File: src/rtl/serial_pkg.sv
// Shared types and constants for the shared serial shift-link arbiter.
package serial_pkg;

  localparam int unsigned SER_BYTE_W = 8;

  typedef enum logic [1:0] {
    IDLE,
    SHIFT,
    LATCH,
    DONE
  } state_t;

endpackage

File: src/rtl/rr_arbiter.sv
// Round-robin grant selection: the first requester after the pointer wins,
// and the pointer moves to the winner when the grant is accepted.
module rr_arbiter #(
  parameter int unsigned NREQ = 2,
  localparam int unsigned PW = (NREQ > 1) ? $clog2(NREQ) : 1
) (
  input  logic            clk,
  input  logic            rst,
  input  logic [NREQ-1:0] req,
  input  logic            accept,
  output logic [NREQ-1:0] gnt,
  output logic [PW-1:0]   gnt_idx
);

  logic [PW-1:0] ptr;
  logic          found;

  // Two passes: indices above the pointer first, then the wrap-around.
  always_comb begin
    found   = 1'b0;
    gnt_idx = '0;
    gnt     = '0;
    for (int unsigned i = 0; i < NREQ; i++) begin
      if (!found && req[i] && (PW'(i) > ptr)) begin
        found   = 1'b1;
        gnt_idx = PW'(i);
      end
    end
    for (int unsigned i = 0; i < NREQ; i++) begin
      if (!found && req[i] && (PW'(i) <= ptr)) begin
        found   = 1'b1;
        gnt_idx = PW'(i);
      end
    end
    if (found) gnt[gnt_idx] = 1'b1;
  end

  always_ff @(posedge clk) begin
    if (rst) begin
      ptr <= PW'(NREQ - 1);
    end else if (accept && found) begin
      ptr <= gnt_idx;
    end
  end

endmodule

File: src/rtl/serial_link_arb.sv
// Shares one 8-bit full-duplex serial shift link between NREQ requesters,
// with round-robin arbitration and an idle-timeout refresh transfer.
module serial_link_arb
  import serial_pkg::*;
#(
  parameter int unsigned NREQ           = 2,
  parameter int unsigned HALF_DIV       = 1024,
  parameter int unsigned REFRESH_PERIOD = 8388608
) (
  input  logic                       clk,
  input  logic                       rst,
  input  logic [NREQ-1:0]            req,
  input  logic [SER_BYTE_W*NREQ-1:0] req_data,
  output logic [NREQ-1:0]            gnt,
  output logic [NREQ-1:0]            done,
  output logic [SER_BYTE_W-1:0]      rx_data,
  output logic                       busy,
  output logic                       sclk,
  output logic                       sdata,
  input  logic                       sdatain,
  output logic                       slatch
);

  localparam int unsigned PW = (NREQ > 1) ? $clog2(NREQ) : 1;
  localparam int unsigned HW = $clog2(HALF_DIV + 1);
  localparam int unsigned RW = $clog2(REFRESH_PERIOD);

  state_t                state, state_nxt;
  logic [HW-1:0]         hcnt;
  logic                  phase;
  logic [2:0]            bit_cnt;
  logic [SER_BYTE_W-1:0] tx, last_tx, rx_shift, sel_byte;
  logic [RW-1:0]         ref_cnt;
  logic [PW-1:0]         owner;
  logic                  is_refresh;

  logic [NREQ-1:0]       arb_gnt;
  logic [PW-1:0]         arb_idx;
  logic                  start_grant, start_refresh, half_end;

  assign start_grant   = (state == IDLE) && (|req);
  assign start_refresh = (state == IDLE) && !(|req) && (ref_cnt == RW'(REFRESH_PERIOD - 1));
  assign half_end      = (hcnt == HW'(HALF_DIV - 1));

  rr_arbiter #(.NREQ(NREQ)) u_arb (
    .clk     (clk),
    .rst     (rst),
    .req     (req),
    .accept  (start_grant),
    .gnt     (arb_gnt),
    .gnt_idx (arb_idx)
  );

  always_comb begin
    sel_byte = '0;
    for (int unsigned i = 0; i < NREQ; i++) begin
      if (arb_gnt[i]) sel_byte = req_data[i*SER_BYTE_W +: SER_BYTE_W];
    end
  end

  always_ff @(posedge clk) begin
    if (rst) state <= IDLE;
    else     state <= state_nxt;
  end

  // Outputs are forced idle while rst is high so an aborted transfer never pulses done.
  always_comb begin
    state_nxt = state;
    gnt       = '0;
    done      = '0;
    busy      = 1'b0;
    sclk      = 1'b0;
    sdata     = 1'b0;
    slatch    = 1'b0;
    if (!rst) begin
      unique case (state)
        IDLE: begin
          if (start_grant) begin
            gnt       = arb_gnt;
            busy      = 1'b1;
            state_nxt = SHIFT;
          end else if (start_refresh) begin
            busy      = 1'b1;
            state_nxt = SHIFT;
          end
        end
        SHIFT: begin
          busy  = 1'b1;
          sclk  = phase;
          sdata = tx[0];
          if (phase && half_end && (bit_cnt == 3'd7)) state_nxt = LATCH;
        end
        LATCH: begin
          busy   = 1'b1;
          slatch = 1'b1;
          sdata  = tx[0];
          if (half_end) state_nxt = DONE;
        end
        DONE: begin
          busy = 1'b1;
          if (!is_refresh) done[owner] = 1'b1;
          state_nxt = IDLE;
        end
        default: state_nxt = IDLE;
      endcase
    end
  end

  always_ff @(posedge clk) begin
    if (rst) begin
      hcnt       <= '0;
      phase      <= 1'b0;
      bit_cnt    <= '0;
      tx         <= '0;
      last_tx    <= '0;
      rx_shift   <= '0;
      rx_data    <= '0;
      ref_cnt    <= '0;
      owner      <= '0;
      is_refresh <= 1'b0;
    end else begin
      unique case (state)
        IDLE: begin
          hcnt    <= '0;
          phase   <= 1'b0;
          bit_cnt <= '0;
          if (start_grant) begin
            tx         <= sel_byte;
            last_tx    <= sel_byte;
            owner      <= arb_idx;
            is_refresh <= 1'b0;
            ref_cnt    <= '0;
          end else if (start_refresh) begin
            tx         <= last_tx;
            is_refresh <= 1'b1;
            ref_cnt    <= '0;
          end else begin
            ref_cnt <= ref_cnt + RW'(1);
          end
        end
        SHIFT: begin
          if (phase && (hcnt == '0)) rx_shift[bit_cnt] <= sdatain;
          if (half_end) begin
            hcnt  <= '0;
            phase <= ~phase;
            // The last bit is not shifted out so sdata keeps bit 7 through LATCH.
            if (phase && (bit_cnt != 3'd7)) begin
              bit_cnt <= bit_cnt + 3'd1;
              tx      <= tx >> 1;
            end
          end else begin
            hcnt <= hcnt + HW'(1);
          end
        end
        LATCH: begin
          if (half_end) hcnt <= '0;
          else          hcnt <= hcnt + HW'(1);
        end
        DONE: begin
          rx_data <= rx_shift;
        end
        default: ;
      endcase
    end
  end

endmodule

File: config.mk
export PLATFORM = sky130hd
export DESIGN_NAME = serial_link_arb
export DESIGN_NICKNAME = d
export VERILOG_FILES = /design/src/rtl/serial_pkg.sv /design/src/rtl/rr_arbiter.sv /design/src/rtl/serial_link_arb.sv
export SDC_FILE = /design/constraint.sdc
export NUM_CORES = 1
export LEC_CHECK = 0
export CAP_MARGIN = 20
export CORE_UTILIZATION = 45
export CTS_BUF_LIST = sky130_fd_sc_hd__clkbuf_2 sky130_fd_sc_hd__clkbuf_4 sky130_fd_sc_hd__clkbuf_8
export DETAILED_ROUTE_END_ITERATION = 10
export PLACE_DENSITY = 0.66
export SETUP_SLACK_MARGIN = 0.02
export SKIP_LAST_GASP = 1
export SYNTH_ARGS = -nofsm -noshare
export SYNTH_HDL_FRONTEND = slang
export SYNTH_SLANG_ARGS = --single-unit
export TNS_END_PERCENT = 5
File: constraint.sdc
create_clock -name clk -period 3.9 [get_ports clk]
set_input_delay 0.975 -clock clk [delete_from_list [all_inputs] [get_ports clk]]
set_output_delay 0.975 -clock clk [all_outputs]
set_load 0.005 [all_outputs]
[After elaboration in Yosys (flattened, before gate mapping)]
Cells that the tools add are included.
Widths: inputs -> output; s select.
Cells by class
  add/sub/neg operators: 3
  multiply operators: 0
  divide/modulo/power cells: 0
  order comparisons: 10
  eq/ne operators: 12
  shifts and indexed selects: 0
  muxes and demuxes: 54
  bitwise operators: 1
  reductions and logical operators: 37
Operators with widths (number)
  $mux 8: 6
  $mux 23: 2
  $add 23x1->23 const B: 1
  $eq 23x23->1 const B: 1
  $mux 1: 22
  $mux 2: 11
  $pmux 11 s2: 1
  $logic_and 1x1->1: 18
  $pmux 8 s2: 1
  $add 11x1->11 const B: 1
  $eq 11x10->1 const B: 1
  $logic_not 11->1: 1
  $mux 11: 1
  $bwmux 8: 1
  $ne 2x2->1 const B: 4
  $pmux 2 s4: 1
  $reduce_and 2->1: 4
  $mux 3: 2
  $pmux 3 s2: 1
  $reduce_and 3->1: 2
  $reduce_bool 2->1: 3
  $eq 2x2->1 const B: 2
  $logic_not 1->1: 4
  $lt 1x2->1 const B: 2
  other kinds (18): 24
Storage, ports and cells
  register bits after elaboration: 75
  bits in latches: 0
  RAM bits: 0
  bits in read-only memories: 0
  input bits: 21
  output and inout port bits: 16
  memories kept: 0

[Logic depth before layout (Yosys ltp)]
  depth after elaboration: 24
  depth in mapped cells: 9
  depth with buffers taken out: 7

[By module]
Synthesis repeated with hierarchy kept, for this count alone.
Second synthesis, totals
  cell total of the unflattened synthesis: 407
  area, all modules: 3575.9 sq um
By module, submodules not included
  serial_link_arb: instances 1, cells an instance 399, area each 3507.1 sq um
  rr_arbiter: instances 1, cells an instance 8, area each 68.8 sq um

[Least setup slack after synthesis]
OpenSTA, ideal clock, no wires.
  kind: in2out
  from: input req[1]
  to: output busy
  arrival: 1.877 ns
  path slack: 1.048 ns
  cell stages on the path: 4
  buffers on the path: 0
  path through: nor4bb_1 > nand4_1 > or2_2 > a31oi_1
On the way
  cells in the longest elaborated chain, start to end: 8
  elaborated cells on any way between the ends: 9
RTL lines
  start, declared: line serial_link_arb.sv:12  | input logic [NREQ-1:0] req,
  $reduce_or 2->1 *: line serial_link_arb.sv:41, serial_link_arb.sv:42
  $logic_not 1->1: line serial_link_arb.sv:42  | assign start_refresh = (state == IDLE) && !(|req) && (ref_cnt == RW'(REFRESH_PERIOD - 1));
  $logic_and 1x1->1 (2 in a row): line serial_link_arb.sv:42
  $mux 1: line serial_link_arb.sv:82  | end else if (start_refresh) begin
  $mux 1 *: line serial_link_arb.sv:78  | if (start_grant) begin
  $pmux 1 s2 *: line serial_link_arb.sv:76  | unique case (state)
  $mux 1 *: line serial_link_arb.sv:75  | if (!rst) begin
  end, declared: line serial_link_arb.sv:17  | output logic busy,
Every way passes the cells marked *; elsewhere a longest branch is shown, timed or not.

[Worst setup path after layout]
  from: input rst
  to: output gnt[1]
On the way
  cells in the longest elaborated chain, start to end: 1
RTL lines
  start, declared: line serial_link_arb.sv:11  | input logic rst,
  $mux 2: line serial_link_arb.sv:75
  end, declared: line serial_link_arb.sv:14  | output logic [NREQ-1:0] gnt,
No other way between the ends.

==> impl_metrics.yaml <==
run_status:
  status: "finished clean"
routing:
  vias: 2945
  drt_iter0_drc: 82
  wl_met3_um: 187
  wl_um: 7416
  highest_layer: "met4"
  dr.pass1.iters: 4
  drc_errors: 0
  drt-vias-per-instance: 5.355
  drt-met1-wl_um: 3800
  met2_length_um: 3306
  wire_per_inst_um: 13.48
  ant_nets: 0
synthesis:
  async_reset_ff_share_pct: 0
  synth_cell_types: 48
  synth_seq_area_share_pct: 42.51
  synth_area_leaders: "dfxtp_1, nor2_1, mux2i_1"
  synthFlopType: "dfxtp_1"
  syn_inst: 409
  syn_nets: 440
  syn_area_mm2: 0.003532
  synth-seq-cells: 75
  ys_warn_count: 0
  synth_top_area_cell: "dfxtp_1"
  synth-edff-count: 0
  synth_top_area_share_pct: 42.51
  synth.avg_cell_area_um2: 8.636
sta:
  period_needed_ns: 3.523
  setup-tns-final_ns: 0
  layout_setup_ws_ns: 0.3773
  skew_ns: 0.007470
  hold_viol_final: 0
  period_share_pct: 90.33
  rsz0062_at_grt: "no"
  setup_viol: 0
  slew_viol_final: 0
  hold_slack_ns: 0.4521
  slew_headroom_pct: 51.27
  worst_slew_pin_slew_ns: 0.7243
  fmax_ghz: 0.2839
placed_design:
  routabilityCongestion: 0.7810
  placed_area_mm2: 0.003995
  numPortBuffers: 36
  dp_hpwl_um: 5072
  pre_cts_ws_ns: -0.1250
die:
  placementRows: 31
  die_x_um: 90.60
  die_area_mm2: 0.008207
  core_area_mm2: 0.007408
  io-pin-count: 37
  initial_utilization_pct: 47.68
  die_y_um: 90.60
clock_tree:
  clk_pin_slew_ns: 0.07
  insertion_delay_ns: 0.34
  numClockSinks: 75
  h-tree-depth: 3
  cts_max_path_buffers: 2
  cts-buffers-inserted: 9
  cts_tree: "yes"
  cts_root_buffer: "clkbuf_8"
final_layout:
  drive_above_1_share_pct: 8.647
  layout_common_cells: "dfxtp_1, nor2_1, clkdlybuf4s50_1, nand2_1, a21oi_1"
  syn_to_final_growth_pct: 19.98
  diodes: 0
  final_cell_area_mm2: 0.004238
  final_common_cell: "dfxtp_1"
  nNetsFinal: 477
grt:
  grt_pass1_vias: 2833
  grt_pass1_wl_um: 12870
  overflow: 0
  antenna_found_initial: 0
  grt_max_degree: 27
  grt_use_total_pct: 19.13
critical_path:
  cp_max_fo: 10
  cp_common_cell: "clkdlybuf4s50_1"
  cp.required_ns: 2.92
  crit_buf_inv: 3
  r2r_cells: 7
  cp_top_family: "buffers and inverters"
  end_kind: "output pin"
  max_stage_delay_ns: 0.51
  crit_type: "in2out"
  path_cells: "clkdlybuf4s50_1 -> inv_1 -> and3_1 -> clkdlybuf4s50_1"
  path_depth: 4
  cpMaxStageDelayCell: "clkdlybuf4s50_1"
  cp_data_arrival_time_ns: 2.55
  start_kind: "input pin"
min_path:
  worstHoldPathType: "reg2reg"
  min_path_cells: 2
power:
  power_mw: 2.078
  p_leak_nw: 1.515
  vdd_drop_max_v: 0.0002658
  pwr_density_cell_mw_per_mm2: 490.3
run:
  drv_cap: 0
cell usage after synthesis, types with 3 or more instances:
cell      count
a21oi_1      20
a221oi_1      7
a311oi_1      7
a31oi_1       5
and2_1        4
and3_1       10
and4_1        4
buf_1         4
buf_2         5
clkbuf_1     11
dfxtp_1      75
ha_1         10
inv_1        13
mux2i_1      15
nand2_1      31
nand2b_1      3
nand3_1      16
nand3b_1      5
nand4_1       4
nand4b_1      5
nor2_1       61
nor3_1       15
nor4_1        4
o21ai_0       8
or3_1        10
or4_1         3
or4_4         3
xnor2_1      12
xor2_1       13
power by group:
group | internal (mW) | switching, mW | leakage, nW
clock network | 0.355 | 0.274 | 0.105
logic | 0.221 | 0.330 | 0.801
registers | 0.851 | 0.0466 | 0.609
total | 1.43 | 0.650 | 1.51
repair_timing:
item                                    4_1_cts  5_1_grt
hold endpoints to repair                      0        0
cloned                                        0        0
gates resized for setup                       3        1
buffers inserted                              0        1
endpoints found under the setup margin        1        1
pin swaps                                     2        2
hold buffers                                  0        0
layout make-up:
class                   instances  area [µm²]
multi-input cells             300        1901
repair buffers                 47       445.4
flip-flops and latches         75        1501
fillers                       698        3171
clock inverters                 3       45.04
well taps                      99       123.9
inverters                      13       48.80
clock buffers                  13       172.7
per-stage QoR:
step | instances | util (%)
finish | 550 | 57.20
global route | 550 | 57.20
CTS | 549 | 57.07
detailed placement | 533 | 53.93
global placement | 533 | 53.93
floorplan | 409 | -
registers in the layout (all words and copies together) (netlist names):
register	count
ref_cnt	23
hcnt	11
last_tx	8
rx_data	8
rx_shift	8
tx	8
bit_cnt	3
state	2
is_refresh	1
owner	1
phase	1
u_arb.ptr	1
worst reg2reg max path, cell delays in order (launching register included):
cell      delay [ns]
dfxtp_1         0.34
inv_1           0.10
ha_1            0.64
nand4b_1        0.15
or4_1           0.64
nand2_2         0.25
and2_1          0.33
a311oi_1        0.14
cell families after synthesis:
logic type / synth area share, %
buffers and inverters: 4.109
multiplexers: 4.888
AND/OR/NAND/NOR: 27.45
adder cells (fa/ha/maj): 3.542
XOR/XNOR: 6.199
AO/OA/AOI/OAI: 11.30
flip-flops: 42.51
path summary, 6_finish.rpt:
kind,from,to,slack (ns)
setup / recovery,rst,gnt[1],0.38
hold / removal,rx_shift[0]$_SDFFE_PP0P_,rx_shift[0]$_SDFFE_PP0P_,0.45
setup reg to reg,state[1]$_SDFFE_PP0P_,tx[0]$_SDFFE_PP0P_,1.17
hold reg to reg,rx_shift[0]$_SDFFE_PP0P_,rx_shift[0]$_SDFFE_PP0P_,0.45
layer usage:
metal  vias to the layer above  GRT usage [%]
met5                         -              0
met3                        11          2.862
met1                      1387          25.85
met2                        35          30.62
li1                       1512              -
met4                         0          7.392
No activity file was read; power rests on OpenSTA's default activity.
